==> src/rtl/hazard_control.sv <==
// ID-stage decode and hazard FSM: 1-cycle registered ID/EX control word; stall_o holds PC/IF-ID on load-use or multiply wait.
// flush_o squashes IF/ID on taken beq; define HAZARD_CONTROL_MULDIV_EN to enable multi-cycle multiply-class R ops.
module hazard_control #(
   parameter int MUL_LAT   = 3,
   parameter int FLUSH_CYC = 1
) (
   input  logic       clk_i,
   input  logic       rst_i,
   input  logic       valid_i,
   input  logic [6:0] Op_i,
   input  logic [6:0] funct7_i,
   input  logic       is_equal_i,
   input  logic       load_use_i,
   output logic [7:0] Control_o,
   output logic       flush_o,
   output logic       stall_o,
   output logic       illegal_o
);

   typedef enum logic [1:0] {
      RUN      = 2'd0,
      FLUSH    = 2'd1,
      MUL_WAIT = 2'd2
   } state_t;

   localparam logic [6:0] OP_R    = 7'b0110011;
   localparam logic [6:0] OP_ADDI = 7'b0010011;
   localparam logic [6:0] OP_LD   = 7'b0000011;
   localparam logic [6:0] OP_SD   = 7'b0100011;
   localparam logic [6:0] OP_BEQ  = 7'b1100011;
   localparam logic [6:0] OP_NOP  = 7'b0000000;

   // {ALUOp[1:0], ALUSrc, RegWrite, MemtoReg, MemRead, MemWrite, Branch}
   localparam logic [7:0] CW_R    = 8'b10_0_1_0_0_0_0;
   localparam logic [7:0] CW_ADDI = 8'b00_1_1_0_0_0_0;
   localparam logic [7:0] CW_LD   = 8'b00_1_1_1_1_0_0;
   localparam logic [7:0] CW_SD   = 8'b00_1_0_0_0_1_0;
   localparam logic [7:0] CW_BEQ  = 8'b01_0_0_0_0_0_1;

   localparam logic [3:0] FLUSH_INIT = 4'(FLUSH_CYC - 1);

`ifdef HAZARD_CONTROL_MULDIV_EN
   localparam logic [6:0] F7_MUL   = 7'b0000001;
   localparam logic [7:0] CW_MUL   = 8'b11_0_1_0_0_0_0;
   localparam logic [3:0] MUL_INIT = 4'(MUL_LAT - 1);
`else
   logic unused_funct7;
   assign unused_funct7 = ^funct7_i;
`endif

   state_t     state_q, state_d;
   logic [3:0] cnt_q, cnt_d;
   logic [7:0] ctrl_q, ctrl_d;
   logic       illegal_q, illegal_d;
   logic       flush_c, stall_c;

   logic [7:0] dec_word;
   logic       dec_illegal;
   logic       dec_beq;
   logic       dec_mul;

   always_comb begin
      dec_word    = 8'h00;
      dec_illegal = 1'b0;
      dec_beq     = 1'b0;
      dec_mul     = 1'b0;
      case (Op_i)
         OP_R: begin
            dec_word = CW_R;
`ifdef HAZARD_CONTROL_MULDIV_EN
            if (funct7_i == F7_MUL) begin
               dec_word = CW_MUL;
               dec_mul  = 1'b1;
            end
`endif
         end
         OP_ADDI: dec_word = CW_ADDI;
         OP_LD:   dec_word = CW_LD;
         OP_SD:   dec_word = CW_SD;
         OP_BEQ: begin
            dec_word = CW_BEQ;
            dec_beq  = 1'b1;
         end
         OP_NOP:  dec_word = 8'h00;
         default: dec_illegal = 1'b1;
      endcase
   end

   always_comb begin
      state_d   = state_q;
      cnt_d     = cnt_q;
      ctrl_d    = ctrl_q;
      illegal_d = 1'b0;
      flush_c   = 1'b0;
      stall_c   = 1'b0;
      case (state_q)
         RUN: begin
            cnt_d = 4'd0;
            if (load_use_i) begin
               // bubble: branch and multiply detection wait for the retry
               stall_c = 1'b1;
               ctrl_d  = 8'h00;
            end else if (!valid_i) begin
               ctrl_d = 8'h00;
            end else begin
               ctrl_d    = dec_word;
               illegal_d = dec_illegal;
               if (dec_beq && is_equal_i) begin
                  flush_c = 1'b1;
                  if (FLUSH_CYC > 1) begin
                     state_d = FLUSH;
                     cnt_d   = FLUSH_INIT;
                  end
               end else if (dec_mul) begin
`ifdef HAZARD_CONTROL_MULDIV_EN
                  state_d = MUL_WAIT;
                  cnt_d   = MUL_INIT;
`endif
               end
            end
         end
         FLUSH: begin
            flush_c = 1'b1;
            ctrl_d  = 8'h00;
            if (cnt_q <= 4'd1) begin
               state_d = RUN;
               cnt_d   = 4'd0;
            end else begin
               cnt_d = cnt_q - 4'd1;
            end
         end
         MUL_WAIT: begin
            stall_c = 1'b1;
            if (cnt_q <= 4'd1) begin
               state_d = RUN;
               cnt_d   = 4'd0;
            end else begin
               cnt_d = cnt_q - 4'd1;
            end
         end
         default: begin
            state_d = RUN;
            cnt_d   = 4'd0;
            ctrl_d  = 8'h00;
         end
      endcase
   end

   always_ff @(posedge clk_i or posedge rst_i) begin
      if (rst_i) begin
         state_q   <= RUN;
         cnt_q     <= 4'd0;
         ctrl_q    <= 8'h00;
         illegal_q <= 1'b0;
      end else begin
         state_q   <= state_d;
         cnt_q     <= cnt_d;
         ctrl_q    <= ctrl_d;
         illegal_q <= illegal_d;
      end
   end

   // load_use_i is combinational into stall, so reset must mask it directly
   assign flush_o   = flush_c & ~rst_i;
   assign stall_o   = stall_c & ~rst_i;
   assign Control_o = ctrl_q;
   assign illegal_o = illegal_q;

endmodule

==> config.mk <==
export PLATFORM = sky130hd
export DESIGN_NAME = hazard_control
export DESIGN_NICKNAME = d
export VERILOG_FILES = /design/src/rtl/hazard_control.sv
export SDC_FILE = /design/constraint.sdc
export NUM_CORES = 1
export LEC_CHECK = 0
export ABC_AREA = 1
export CORE_MARGIN = 10
export CORE_UTILIZATION = 26
export DETAILED_ROUTE_END_ITERATION = 10
export PLACE_DENSITY = 0.78
export SKIP_CTS_REPAIR_TIMING = 1
export SLEW_MARGIN = 40
export SYNTH_ARGS = -nofsm -noshare
export SYNTH_HDL_FRONTEND = slang
export SYNTH_SLANG_ARGS = --single-unit
==> constraint.sdc <==
create_clock -name clk_i -period 0.8 [get_ports clk_i]
set_clock_uncertainty 0.05 [all_clocks]
set_input_delay 0.16 -clock clk_i [delete_from_list [all_inputs] [get_ports clk_i]]
set_output_delay 0.16 -clock clk_i [all_outputs]
set_load 0.02 [all_outputs]
==> results.json, run 1 <==
{
  "status": "complete, but fails checks",
  "violations": "setup timing",
  "cp-start-kind": "input port",
  "cpLargestDelayFamily": "buffers and inverters",
  "maxSlewViolCount": 0,
  "required_ns": 0.59,
  "final_nets": 100,
  "fmax_ghz": 0.963,
  "port_buffers": 22,
  "grt_usage": 0.0662,
  "drt-initial-drc-count": 0,
  "synth_cell_types": 14,
  "layout-drive-gt1-share": 0.638,
  "postSynthCellCount": 42,
  "power_leakage_uw": 0.000425,
  "cts_max_path_buffers": 2,
  "min_path_type": "input port to flip-flop",
  "numCtsBuffers": 3,
  "fillCellCount": 116,
  "syn_area_sq_um": 352,
  "finalHoldViolCount": 0,
  "core_area_sq_mm": 0.00128,
  "hold_ws_ns": 0.202,
  "grt_overflow": 0,
  "die_x_um": 56.8,
  "pwr_density_cell_mw_per_mm2": 1150,
  "synth_top_area_frac": 0.498,
  "dr.pass1.iters": 1,
  "hpwl_um": 769,
  "fin_ws_ns": -0.238,
  "total_power_uw": 861,
  "routed_wl_um": 993,
  "fin_crit_sh": 1.30,
  "diodes": 0,
  "worstPathArrival_ns": 0.83,
  "end_kind": "output port",
  "cts.sinks": 7,
  "place_congestion": 0.706,
  "die_y_um": 56.8,
  "clockRootBuffer": "clkbuf_4",
  "critical_path.cell_chain": "dlymetal6s2s_1 -> nand2_4 -> inv_4 -> nand3_4 -> nor3_4 -> buf_6",
  "setup_viol": 10,
  "path_buf_inv": 3,
  "utilization": 0.581,
  "crit_path_end": "flush_o",
  "final.min_clock_period_ns": 1.04,
  "synth_area_leaders": "dfrtp_1, nor2_1, inv_1",
  "ys_seq_area_frac": 0.498,
  "final_area_sq_um": 747,
  "drc": 0,
  "cp_slowest_stage_delay_ns": 0.18,
  "grt_pass1_wl_mm": 1.64,
  "antenna_found_initial": 0,
  "postSynthAreaPerCell_sq_um": 8.37,
  "placementRows": 13,
  "max_slew_margin": 0.872,
  "antenna_left": 0,
  "placed_cell_area_sq_um": 666,
  "route.vias.total": 396,
  "synth_area_leader_cell": "dfrtp_1",
  "synth_fp_nets": 61,
  "grt_pass1_vias": 383,
  "cp_slowest_cell": "nor3_4",
  "cp_max_fo": 2,
  "crit_type": "input port to output port",
  "grt_max_degree": 8,
  "die_area_sq_mm": 0.00322,
  "path_clk_slew_ns": 0.05,
  "worstMarginPinSlew_ns": 0.190,
  "wl_per_cell_um": 10.5,
  "cp-startpoint": "valid_i",
  "ioPinCount": 30,
  "cts_max_level": 1,
  "tritoncts": "yes",
  "path_depth": 6,
  "final_cells": 95,
  "ys_ff_latch": 7,
  "area_growth_pct": 112,
  "ys_warn_count": 0,
  "placed_cells": 86,
  "ir_drop_v": 0.000483,
  "initial_utilization": 0.274,
  "rsz0062_at_grt": "true",
  "vias_per_cell": 4.17,
  "min_path_cells": 5,
  "maxCapViolations": 0
}
synth_stat cells:
cell type,count
nor2_1,9
dfrtp_1,7
inv_1,7
nand2_1,7
buf_4,2
nor2_4,2
a21oi_1,1
inv_2,1
nand2_2,1
nand3_1,1
nand4_2,1
nor3_1,1
nor3_2,1
o21ai_0,1
logic make-up after synthesis:
kind of cell           count (synthesis)  synth area share
DFF                                    7             0.498
AOI/OAI and AO/OA                      2            0.0284
and+or+nand+nor                       23             0.345
buffers and inverters                 10             0.128
worst min-delay path by stage:
stage | end | slack [ns] | from
final | Control_o[3] | 0.20 | load_use_i
after global routing | Control_o[3] | 0.21 | load_use_i
after CTS | Control_o[3] | 0.24 | rst_i
after detailed placement | illegal_o | 0.50 | rst_i
after global placement | illegal_o | 0.49 | rst_i
after floorplan | Control_o[1] | -0.11 | rst_i
layout by cell type, fill, tap and decap left out, drive strengths merged:
| cell | Yosys | final |
|---|---|---|
| dlymetal6s2s | 0 | 3 |
| nor3 | 2 | 2 |
| dfrtp | 7 | 7 |
| clkbuf | 0 | 9 |
| a21oi | 1 | 1 |
| nand2 | 8 | 8 |
| o21ai | 1 | 1 |
| nand3 | 1 | 1 |
| buf | 2 | 27 |
| inv | 8 | 7 |
| nor2 | 11 | 11 |
| dlygate4sd3 | 0 | 1 |
| clkinvlp | 0 | 1 |
| nand4 | 1 | 1 |
state kept, by name, summed over array words and instances, names as in the netlist:
signal / cells
illegal_o: 1
Control_o: 6
cell type report:
type	instances	area, sq um	area share
Clock buffer	4	26.3	0.0352
Inverter	8	38.8	0.0519
Multi-Input combinational cell	25	169	0.226
Sequential cell	7	178	0.238
Tap cell	15	18.8	0.0251
Timing Repair Buffer	36	317	0.424
power by group:
part | switching [uW] | total [uW] | leakage (uW) | internal (uW)
clock network | 117 | 307 | 0.0000150 | 189
logic | 90.2 | 195 | 0.000316 | 104
registers | 1.70 | 360 | 0.0000934 | 359
total | 209 | 861 | 0.000425 | 652
through the flow:
step	setup WS (ns)	TNS, ns
after floorplan	-0.0351	-0.0351
after global placement	-1.04	-7.68
after detailed placement	-1.05	-7.86
after CTS	-1.05	-8.51
after global routing	-0.266	-2.13
final	-0.238	-1.81
routing by layer:
layer,up-vias,wire length [um],GRT usage
li1,202,-,-
met2,18,459,0.0956
met1,172,342,0.0551
met5,-,0,0
met3,4,133,0.0360
met4,0,58,0.0906
No activity file was read; power rests on OpenSTA's default activity.
==> run 2: changes to the inputs <==
Settings changed: SETUP_SLACK_MARGIN set to 0.1.
==> results.json, run 2 (synthesis results as in run 1) <==
{
  "die_area_sq_mm": 0.00322,
  "layout_common_cells": "buf_6, buf_4, nor2_1, clkbuf_2, dfrtp_1",
  "finalSetupTns_ns": -1.79,
  "critical_path.cell_chain": "buf_6 -> inv_4 -> nand2_4 -> inv_4 -> nand3_4 -> nor3_4 -> buf_6",
  "fin_ws_ns": -0.221,
  "route.vias.total": 385,
  "path_buf_inv": 4,
  "final_nets": 98,
  "grt_pass1_wl_mm": 1.64,
  "dp_slack_ns": -1.05,
  "required_ns": 0.59,
  "final_area_sq_um": 759,
  "pwr_density_cell_mw_per_mm2": 1150,
  "setup_viol": 10,
  "ir_drop_v": 0.000531,
  "port_buffers": 22,
  "final.min_clock_period_ns": 1.02,
  "maxCapViolations": 0,
  "fmax_ghz": 0.979,
  "numCtsBuffers": 3,
  "layout_commonest_cell": "buf_6",
  "violations": "setup timing",
  "min_path_type": "input port to flip-flop",
  "finalHoldViolCount": 0,
  "placed_cell_area_sq_um": 666,
  "ioPinCount": 30,
  "dr.pass1.iters": 1,
  "rsz0062_at_grt": "true",
  "initial_utilization": 0.274,
  "cts_max_path_buffers": 2,
  "drc": 0,
  "end_kind": "output port",
  "path_depth": 7,
  "grt_pass1_vias": 383,
  "placementRows": 13,
  "drt-initial-drc-count": 0,
  "wl_per_cell_um": 11.2,
  "fillCellCount": 117,
  "cts_max_level": 1,
  "cp_slowest_stage_delay_ns": 0.18,
  "diodes": 0,
  "max_slew_margin": 0.872,
  "cts.sinks": 7,
  "vias_per_cell": 4.14,
  "hold_ws_ns": 0.203,
  "antenna_left": 0,
  "die_y_um": 56.8,
  "crit_type": "input port to output port",
  "tritoncts": "yes",
  "cp-startpoint": "load_use_i",
  "layout-drive-gt1-share": 0.744,
  "worstPathArrival_ns": 0.81,
  "die_x_um": 56.8,
  "power_leakage_uw": 0.000408,
  "grt_overflow": 0,
  "routed_wl_mm": 1.04,
  "antenna_found_initial": 0,
  "grt_max_degree": 8,
  "fin_crit_sh": 1.28,
  "place_congestion": 0.706,
  "hold_start": "load_use_i",
  "crit_path_end": "flush_o",
  "clockRootBuffer": "clkbuf_4",
  "cp_slowest_cell": "nor3_4",
  "grt_usage": 0.0662,
  "largest_register_ffs": 6,
  "core_area_sq_mm": 0.00128,
  "min_path_cells": 5,
  "path_clk_slew_ns": 0.05,
  "worstMarginPinSlew_ns": 0.190,
  "maxSlewViolCount": 0,
  "hpwl_um": 769,
  "area_growth_pct": 116,
  "cp-start-kind": "input port",
  "cp_max_fo": 2,
  "status": "complete, but fails checks",
  "cpLargestDelayFamily": "buffers and inverters"
}
==> run 2: final cells by class <==
class,instances,area (sq um),area share
multi-input combinational,25,204,0.269
inverter,8,38.8,0.0511
timing repair buffer,34,294,0.387
clock buffer,4,26.3,0.0346
sequential,7,178,0.234
tap,15,18.8,0.0247
==> run 2: metrics by stage <==
step	cells	power [uW]	util
after CTS	90	857	0.538
after global routing	93	923	0.591
after floorplan	42	426	-
after detailed placement	86	544	0.518
after global placement	86	541	0.518
final	93	875	0.591
==> run 2: worst min-delay path by stage <==
stage                         to  slack (ns)
floorplan           Control_o[1]       -0.11
global placement       illegal_o        0.49
detailed placement     illegal_o        0.50
CTS                 Control_o[3]        0.24
global route        Control_o[3]        0.21
finish              Control_o[3]        0.20
==> run 2: report_power, final <==
part	leakage, uW	switching, uW	internal [uW]	total, uW
clock network	0.0000150	118	190	307
registers	0.0000934	1.70	359	360
logic	0.000299	104	103	208
==> run 2: tightest hold or removal path, cell delays in order <==
cell and delay (ns):
buf_6 0.07, inv_4 0.03, nand2_4 0.06, buf_4 0.10
nor3_1 0.04
==> run 2: metal layers <==
layer	global-route usage	wire [um]	vias up
met4	0.0906	58	0
met3	0.0360	133	4
met5	0	0	-
met2	0.0956	490	18
met1	0.0551	358	167
li1	-	-	196
==> run 3: changes to the inputs <==
Settings changed: CORE_AREA set to 10 10 47 49, CORE_MARGIN 10 to not set, CORE_UTILIZATION 26 to not set, DIE_AREA set to 0 0 57 59, PLACE_DENSITY 0.78 to 0.77.
Clock period 0.8 ns to 1.15 ns, I/O delays scaled along.
==> results.json, run 3 (synthesis results as in run 1) <==
{
  "status": "complete, but fails checks",
  "violations": "setup timing",
  "power_leakage_uw": 0.000436,
  "fin_ws_ns": -0.0101,
  "wl_per_cell_um": 11.3,
  "cts_max_level": 1,
  "utilization": 0.521,
  "placed_cells": 86,
  "grt_usage": 0.0606,
  "diodes": 0,
  "dr.pass1.iters": 2,
  "p_sw_uw": 141,
  "finalSetupTns_ns": -0.0101,
  "cp_max_fo": 2,
  "worstMarginPinSlew_ns": 0.232,
  "placementRows": 14,
  "routed_wl_mm": 1.05,
  "die_x_um": 57,
  "maxSlewViolCount": 0,
  "setup_viol": 1,
  "antenna_found_initial": 0,
  "intPower_uw": 448,
  "fillCellCount": 156,
  "final_area_sq_um": 729,
  "layout_commonest_cell": "buf_6",
  "max_slew_margin": 0.845,
  "worstPathArrival_ns": 0.88,
  "port_buffers": 22,
  "layout_common_cells": "buf_6, buf_4, nor2_1, dfrtp_1, dlymetal6s2s_1",
  "route.vias.total": 385,
  "cts.sinks": 7,
  "min_path_type": "input port to flip-flop",
  "swShare": 0.240,
  "grt_overflow": 0,
  "clockRootBuffer": "clkbuf_4",
  "pwr_density_cell_mw_per_mm2": 807,
  "final_nets": 97,
  "vias_per_cell": 4.14,
  "layout-drive-gt1-share": 0.545,
  "path_clk_slew_ns": 0.05,
  "fin_crit_sh": 1.01,
  "final_cells": 93,
  "end_kind": "output port",
  "final.min_clock_period_ns": 1.16,
  "grt_pass1_wl_mm": 1.59,
  "total_power_uw": 589,
  "placed_cell_area_sq_um": 647,
  "die_y_um": 59,
  "hpwl_um": 828,
  "drc": 0,
  "maxCapViolations": 0,
  "numCtsBuffers": 3,
  "grt_pass1_vias": 392,
  "grt_max_degree": 8,
  "largest_register_ffs": 6,
  "required_ns": 0.87,
  "antenna_left": 0,
  "area_growth_pct": 107,
  "core_area_sq_mm": 0.00140,
  "initial_utilization": 0.251,
  "place_congestion": 0.763,
  "combPwrFrac": 0.218,
  "ir_drop_v": 0.000299,
  "cts_max_path_buffers": 2,
  "rsz0062_at_grt": "true",
  "tritoncts": "yes",
  "fmax_ghz": 0.862,
  "min_path_cells": 4,
  "crit_type": "input port to output port",
  "p_seq_frac": 0.426,
  "drt-initial-drc-count": 3,
  "die_area_sq_mm": 0.00336,
  "clkPwrFrac": 0.357,
  "finalHoldViolCount": 0,
  "ioPinCount": 30,
  "cp-start-kind": "input port"
}
[run 3: per-layer routing]
metal  track usage  wire (um)
met1        0.0523        368
met2        0.0961        564
met3        0.0279         95
met4        0.0705         26
met5             0          0
[run 3: power by group through the flow]
| stage | logic (uW) | registers (uW) | clock network [uW] |
|---|---|---|---|
| global route | 140 | 251 | 237 |
| global placement | 116 | 254 | 0 |
| CTS | 119 | 250 | 224 |
| floorplan | 35.8 | 257 | 0 |
| finish | 128 | 251 | 210 |
| detailed placement | 119 | 254 | 0 |
[run 3: final cells by class]
cell class / instances / area, sq um / share of cell area
clock buffers: 4 / 26.3 / 0.0360
repair buffers: 33 / 309 / 0.424
well taps: 16 / 20.0 / 0.0274
multi-input cells: 25 / 160 / 0.220
flip-flops and latches: 7 / 175 / 0.240
inverters: 8 / 38.8 / 0.0532
[run 3: metrics by stage]
step | setup slack [ns] | hold slack, ns
3_3_place_gp | -0.836 | 0.553
3_5_place_dp | -0.856 | 0.557
6_report | -0.0101 | 0.233
4_1_cts | -0.856 | 0.292
5_1_grt | -0.0540 | 0.234
2_1_floorplan | 0.106 | -0.0452
[run 3: final timing paths]
| check | from | to |
|---|---|---|
| max in group asynchronous | rst_i | Control_o[3] |
| min | Op_i[3] | Control_o[6] |
| max | load_use_i | flush_o |
| min in group asynchronous | rst_i | Control_o[4] |
[run 3: critical path, stage by stage]
cell and delay (ns):
buf_6 0.10, inv_4 0.05, nand2_4 0.05, inv_4 0.06, nand3_4 0.09, nor3_4 0.17
buf_6 0.14
